===== src/rtl/vend_pkg.sv =====
// -----------------------------------------------------------------------------
// vend_pkg
// Shared definitions for the vending controller timer/arbiter blocks.
//   - state_e          : timer scheduler FSM encoding (IDLE=0, RUN=1, DONE=2)
//   - DEF_TICKS_PER_SEC: default clk cycles per second (1 kHz system clock)
//   - DEF_SEC_W        : default width of a seconds count
//   - clog2()          : ceil(log2(value)), never less than 1, used to size
//                        requester IDs and the prescaler
// -----------------------------------------------------------------------------
package vend_pkg;

    localparam int DEF_TICKS_PER_SEC = 1000;
    localparam int DEF_SEC_W         = 8;

    typedef enum logic [1:0] {
        ST_IDLE = 2'd0,
        ST_RUN  = 2'd1,
        ST_DONE = 2'd2
    } state_e;

    // Minimum of 1 so a degenerate value still yields a legal vector width.
    function automatic int clog2(input int value);
        int width;
        width = 1;
        while ((1 << width) < value) begin
            width++;
        end
        return width;
    endfunction

endpackage


===== src/rtl/vend_rr_arbiter.sv =====
// -----------------------------------------------------------------------------
// vend_rr_arbiter
// Combinational one-hot round-robin pick. The search starts at ptr_i and wraps
// modulo N; the first asserted request wins.
//   req_i       in  N     request vector
//   ptr_i       in  ID_W  index searched first
//   grant_o     out N     one-hot winner (all zero when no request)
//   grant_idx_o out ID_W  index of the winner (0 when no request)
// -----------------------------------------------------------------------------
module vend_rr_arbiter
    import vend_pkg::*;
#(
    parameter  int N    = 4,
    localparam int ID_W = clog2(N)
) (
    input  logic [N-1:0]    req_i,
    input  logic [ID_W-1:0] ptr_i,
    output logic [N-1:0]    grant_o,
    output logic [ID_W-1:0] grant_idx_o
);

    logic            found;
    int              idx;
    logic [ID_W-1:0] sel;

    always_comb begin
        // NOTE: every output and temporary gets a default before the loop, so
        // no path through the block leaves a value held and no latch is inferred.
        grant_o     = '0;
        grant_idx_o = '0;
        found       = 1'b0;
        idx         = 0;
        sel         = '0;
        for (int i = 0; i < N; i++) begin
            idx = (int'(ptr_i) + i) % N;
            sel = ID_W'(idx);
            if (!found && req_i[sel]) begin
                found        = 1'b1;
                grant_o[sel] = 1'b1;
                grant_idx_o  = sel;
            end
        end
    end

endmodule


===== src/rtl/vend_timer_scheduler.sv =====
// -----------------------------------------------------------------------------
// vend_timer_scheduler
// One seconds-countdown timer shared round-robin among NUM_REQ requesters.
// A grant restarts the prescaler so the first second is always full length;
// on expiry the owner gets a one-cycle done pulse.
//   clk        in  1              system clock (1 kHz)
//   reset_n    in  1              asynchronous, active-low reset
//   req_valid  in  NUM_REQ        per-requester timer request
//   req_secs   in  NUM_REQ*SEC_W  packed durations, slice i for requester i
//   req_ready  out NUM_REQ        one-hot grant, combinational, IDLE only
//   cancel     in  NUM_REQ        per-requester abort (owner, RUN only)
//   done       out NUM_REQ        one-cycle one-hot expiry pulse to owner
//   busy       out 1              timer allocated (RUN or DONE)
//   owner      out ID_W           current owner index, 0 when idle
//   secs_left  out SEC_W          remaining whole seconds, 0 when idle
// -----------------------------------------------------------------------------
module vend_timer_scheduler
    import vend_pkg::*;
#(
    parameter  int NUM_REQ       = 4,
    parameter  int TICKS_PER_SEC = DEF_TICKS_PER_SEC,
    parameter  int SEC_W         = DEF_SEC_W,
    localparam int ID_W          = clog2(NUM_REQ)
) (
    input  logic                     clk,
    input  logic                     reset_n,
    input  logic [NUM_REQ-1:0]       req_valid,
    input  logic [NUM_REQ*SEC_W-1:0] req_secs,
    output logic [NUM_REQ-1:0]       req_ready,
    input  logic [NUM_REQ-1:0]       cancel,
    output logic [NUM_REQ-1:0]       done,
    output logic                     busy,
    output logic [ID_W-1:0]          owner,
    output logic [SEC_W-1:0]         secs_left
);

    localparam int              PS_W      = clog2(TICKS_PER_SEC);
    localparam logic [PS_W-1:0] PS_RELOAD = PS_W'(TICKS_PER_SEC - 1);
    localparam logic [ID_W-1:0] LAST_ID   = ID_W'(NUM_REQ - 1);

    state_e                 state_q;
    logic [ID_W-1:0]        rr_ptr_q;
    logic [ID_W-1:0]        rr_ptr_d;
    logic [PS_W-1:0]        presc_q;
    logic [SEC_W-1:0]       secs_left_q;
    logic [ID_W-1:0]        owner_q;
    logic                   busy_q;
    logic [NUM_REQ-1:0]     done_q;

    logic [NUM_REQ-1:0]     grant;
    logic [ID_W-1:0]        win_idx;
    logic [SEC_W-1:0]       win_secs;

    vend_rr_arbiter #(
        .N (NUM_REQ)
    ) u_arb (
        .req_i       (req_valid),
        .ptr_i       (rr_ptr_q),
        .grant_o     (grant),
        .grant_idx_o (win_idx)
    );

    assign win_secs = req_secs[win_idx*SEC_W +: SEC_W];
    assign rr_ptr_d = (win_idx == LAST_ID) ? '0 : win_idx + 1'b1;

    // No grant is advertised while reset is held, so every output is quiet
    // for the whole reset window.
    assign req_ready = (state_q == ST_IDLE && reset_n) ? grant : '0;

    always_ff @(posedge clk or negedge reset_n) begin
        if (!reset_n) begin
            state_q     <= ST_IDLE;
            rr_ptr_q    <= '0;
            presc_q     <= '0;
            secs_left_q <= '0;
            owner_q     <= '0;
            busy_q      <= 1'b0;
            done_q      <= '0;
        end else begin
            // NOTE: state is updated with non-blocking assignments so every
            // register here samples the pre-edge values of the others.
            done_q <= '0;
            unique case (state_q)
                ST_IDLE: begin
                    if (|grant) begin
                        owner_q     <= win_idx;
                        secs_left_q <= win_secs;
                        presc_q     <= PS_RELOAD;
                        rr_ptr_q    <= rr_ptr_d;
                        busy_q      <= 1'b1;
                        if (win_secs == '0) begin
                            state_q <= ST_DONE;
                            done_q  <= grant;
                        end else begin
                            state_q <= ST_RUN;
                        end
                    end
                end
                ST_RUN: begin
                    // Owner cancel beats a same-cycle expiry.
                    if (cancel[owner_q]) begin
                        state_q     <= ST_IDLE;
                        secs_left_q <= '0;
                        owner_q     <= '0;
                        presc_q     <= '0;
                        busy_q      <= 1'b0;
                    end else if (presc_q == '0) begin
                        presc_q <= PS_RELOAD;
                        // <= 1 rather than == 1 keeps secs_left from wrapping.
                        if (secs_left_q <= SEC_W'(1)) begin
                            state_q     <= ST_DONE;
                            secs_left_q <= '0;
                            done_q      <= NUM_REQ'(1) << owner_q;
                        end else begin
                            secs_left_q <= secs_left_q - 1'b1;
                        end
                    end else begin
                        presc_q <= presc_q - 1'b1;
                    end
                end
                ST_DONE: begin
                    state_q     <= ST_IDLE;
                    secs_left_q <= '0;
                    owner_q     <= '0;
                    presc_q     <= '0;
                    busy_q      <= 1'b0;
                end
                default: begin
                    state_q <= ST_IDLE;
                    busy_q  <= 1'b0;
                end
            endcase
        end
    end

    assign done      = done_q;
    assign busy      = busy_q;
    assign owner     = owner_q;
    assign secs_left = secs_left_q;

endmodule


===== config.mk =====
export PLATFORM = sky130hd
export DESIGN_NAME = vend_timer_scheduler
export DESIGN_NICKNAME = d
export VERILOG_FILES = /design/src/rtl/vend_pkg.sv /design/src/rtl/vend_rr_arbiter.sv /design/src/rtl/vend_timer_scheduler.sv
export SDC_FILE = /design/constraint.sdc
export NUM_CORES = 1
export LEC_CHECK = 0
export ABC_AREA = 1
export BUFFER_PORTS_ARGS = -buffer_cell sky130_fd_sc_hd__buf_2
export CAP_MARGIN = 20
export CORE_UTILIZATION = 35
export DETAILED_ROUTE_END_ITERATION = 10
export SLEW_MARGIN = 5
export SYNTH_ARGS = -nofsm -noshare
export SYNTH_HDL_FRONTEND = slang
export SYNTH_SLANG_ARGS = --single-unit

===== constraint.sdc =====
create_clock -name clk -period 2.3 [get_ports clk]
set_input_delay 0.115 -clock clk [delete_from_list [all_inputs] [get_ports clk]]
set_output_delay 0.115 -clock clk [all_outputs]
set_load 0.1 [all_outputs]

==> results.json <==
{
  "end_kind": "output pin",
  "coreArea_mm2": 0.007408,
  "wl_met3_um": 420,
  "nNetsFinal": 552,
  "postSynthCellCount": 383,
  "fin_cells": 595,
  "fin_ws_ns": -0.1361,
  "ctsRootBufferMaster": "clkbuf_8",
  "syn-num-nets": 440,
  "seq_area_um2": 728.2,
  "io_pins": 61,
  "slew_violations": 0,
  "drtIter0Drc": 84,
  "path_class": "reg2out",
  "placed_cells": 569,
  "hpwlAfterDp_um": 5364,
  "grt_util_all_layers_pct": 18.29,
  "clk-insertion-delay-late_ns": 0.28,
  "synth_area_leaders": "dfrtp_1, nand2_1, nand3_1, ha_1, inv_1",
  "grt_max_degree": 30,
  "fin_crit_sh_pct": 105.9,
  "status": "finished, violations left",
  "cts-buffers-inserted": 5,
  "antenna_found_initial": 0,
  "dieArea_mm2": 0.008169,
  "grt_pass1_vias": 2867,
  "wire_per_inst_um": 12.60,
  "drt_wl_total_um": 7497,
  "critPathMaxFanout": 4,
  "ys.flop_type": "dfrtp_1",
  "area.growth.synth_to_final_pct": 44.26,
  "multi_input_area_mm2": 0.001918,
  "route.detailed.drc": 0,
  "nFillCells": 702,
  "cp.required_ns": 2.18,
  "drive_gt1_share_pct": 41.94,
  "ant_nets": 0,
  "clk_pin_slew_worst_paths_ns": 0.06,
  "die_w_um": 90.38,
  "yosysTopAreaCell": "dfrtp_1",
  "r2r_start": "rr_ptr_q[0]",
  "relSlewSlack_pct": 67.48,
  "ys_seq_area_share_pct": 26.54,
  "startpoint_type": "register",
  "synth_cell_types": 40,
  "port_buffers": 60,
  "fin_worst_skew_ns": 0.001222,
  "synth_edf_count": 0,
  "grt_overflow": 0,
  "yosysTopAreaCellShare_pct": 26.54,
  "post_drt_via_cell_ratio": 4.923,
  "synthesis.area_mm2": 0.002734,
  "wl_met1_um": 3354,
  "ys_ff_latch": 29,
  "hold_viol": 0,
  "hold_start": "cancel[0]",
  "period_needed_ns": 2.436,
  "wl_met2_um": 3597,
  "top_layer_used": "met4",
  "grt_pass1_wl_um": 12420,
  "violations": "negative setup slack",
  "ys_async_sr_fraction_pct": 100.0,
  "fin_hold_ws_ns": 0.3769,
  "fin_tns_setup_ns": -1.085,
  "syn-mean-instance-area_um2": 7.138,
  "num_rows": 31,
  "route.vias.total": 2929,
  "startpoint": "rr_ptr_q[0]",
  "gp_congestion": 0.8381,
  "drv_cap": 0,
  "max_freq_mhz": 410.5,
  "dr.pass1.iters": 6,
  "holdCritPathClass": "in2reg",
  "die_h_um": 90.38,
  "cp.arrival_ns": 2.32,
  "cts_tree": "built",
  "clock_sinks": 29,
  "start_util_pct": 36.90,
  "yosysWarningCount": 0,
  "htreeDepth": 2,
  "tightest_slew_ns": 0.4911,
  "rsz0062_at_grt": "yes",
  "setup_violations": 14,
  "clockBufferDepth": 2,
  "diodes": 0
}
registers in the layout, summed over array words and instances (netlist names):
signal	flops
presc_q	10
rr_ptr_q	2
done	4
secs_left	8
owner	2
state_q	2
busy	1
cells by family (layout without fill, tap and decap cells):
logic type,count (synthesis),after routing,share of synthesized area [%]
simple gates,213,214,39.45
xor+xnor,13,13,4.165
buf+inv,56,168,9.519
compound gates,57,57,13.46
flops,29,29,26.54
fa+ha+maj,15,15,6.865
layout make-up:
class	instances	area share, %
multi-input combinational	299	48.64
timing repair buffer	111	21.80
sequential	29	18.46
inverter	49	5.679
tap	99	3.141
clock buffer	8	2.284
cell usage after synthesis, types with 8 or more instances:
cell type / n
nand3_1: 44
o21ai_0: 16
ha_1: 15
nand2_1: 112
dfrtp_1: 29
xor2_1: 8
o22ai_1: 8
a21oi_1: 10
inv_1: 42
nor2_1: 17
o21ai_2: 12
nand2_2: 8
layer usage:
layer / global-route usage, % / up-vias
li1: - / 1477
met2: 32.19 / 106
met1: 22.81 / 1331
met3: 3.114 / 15
met5: 0 / -
met4: 5.242 / 0
cell usage in the layout (no fill, tap or decap), types with 8 or more instances in the layout:
cell,Yosys,routed
nor2_1,17,15
nand2_2,8,23
nand3_1,44,38
o21ai_2,12,15
inv_1,42,35
buf_12,0,8
ha_1,15,14
nand3_2,6,10
buf_4,2,37
xor2_1,8,8
dfrtp_1,29,27
a21oi_1,10,9
nand2_1,112,96
buf_2,0,56
o21ai_0,16,11
through the flow:
stage | instance area, um2 | setup WS, ns | util, %
floorplan | 2763 | -0.09599 | -
global placement | 3463 | -0.1015 | 46.75
detailed placement | 3463 | -0.1528 | 46.75
CTS | 3819 | -0.08436 | 51.55
global route | 3944 | -0.2666 | 53.23
finish | 3944 | -0.1361 | 53.23
final timing paths:
kind                                      to  slack, ns  cells past startpoint
worst max-delay path            req_ready[0]      -0.14                     13
worst min-delay path              presc_q[3]       0.38                      7
worst max register to register       done[3]      -0.11                     16
worst min register to register          busy       0.51                      2
max in group asynchronous        rr_ptr_q[0]       1.59                      3
min in group asynchronous            done[3]       0.41                      3
worst max-delay path, stage by stage (launching register included):
cell and delay, ns:
dfrtp_2 0.45, inv_8 0.07, ha_4 0.21, inv_2 0.06, nand3_2 0.08, nand2_4 0.12, buf_4 0.12, nand4_2 0.15
buf_6 0.17, o21ai_2 0.15, buf_4 0.14, nand2_1 0.07, clkinvlp_4 0.09, buf_12 0.16
repair_timing:
action / in CTS / in global routing
hold buffers: 1 / 0
cloned: 3 / 0
pin swaps: 20 / 18
setup endpoints to repair: 29 / 31
gates resized for setup: 29 / 30
setup buffers: 9 / 6
endpoints found under the hold margin: 29 / 0
Power is not shown: default switching activity piles up to over one toggle a cycle in this logic, so the estimate is an artifact.
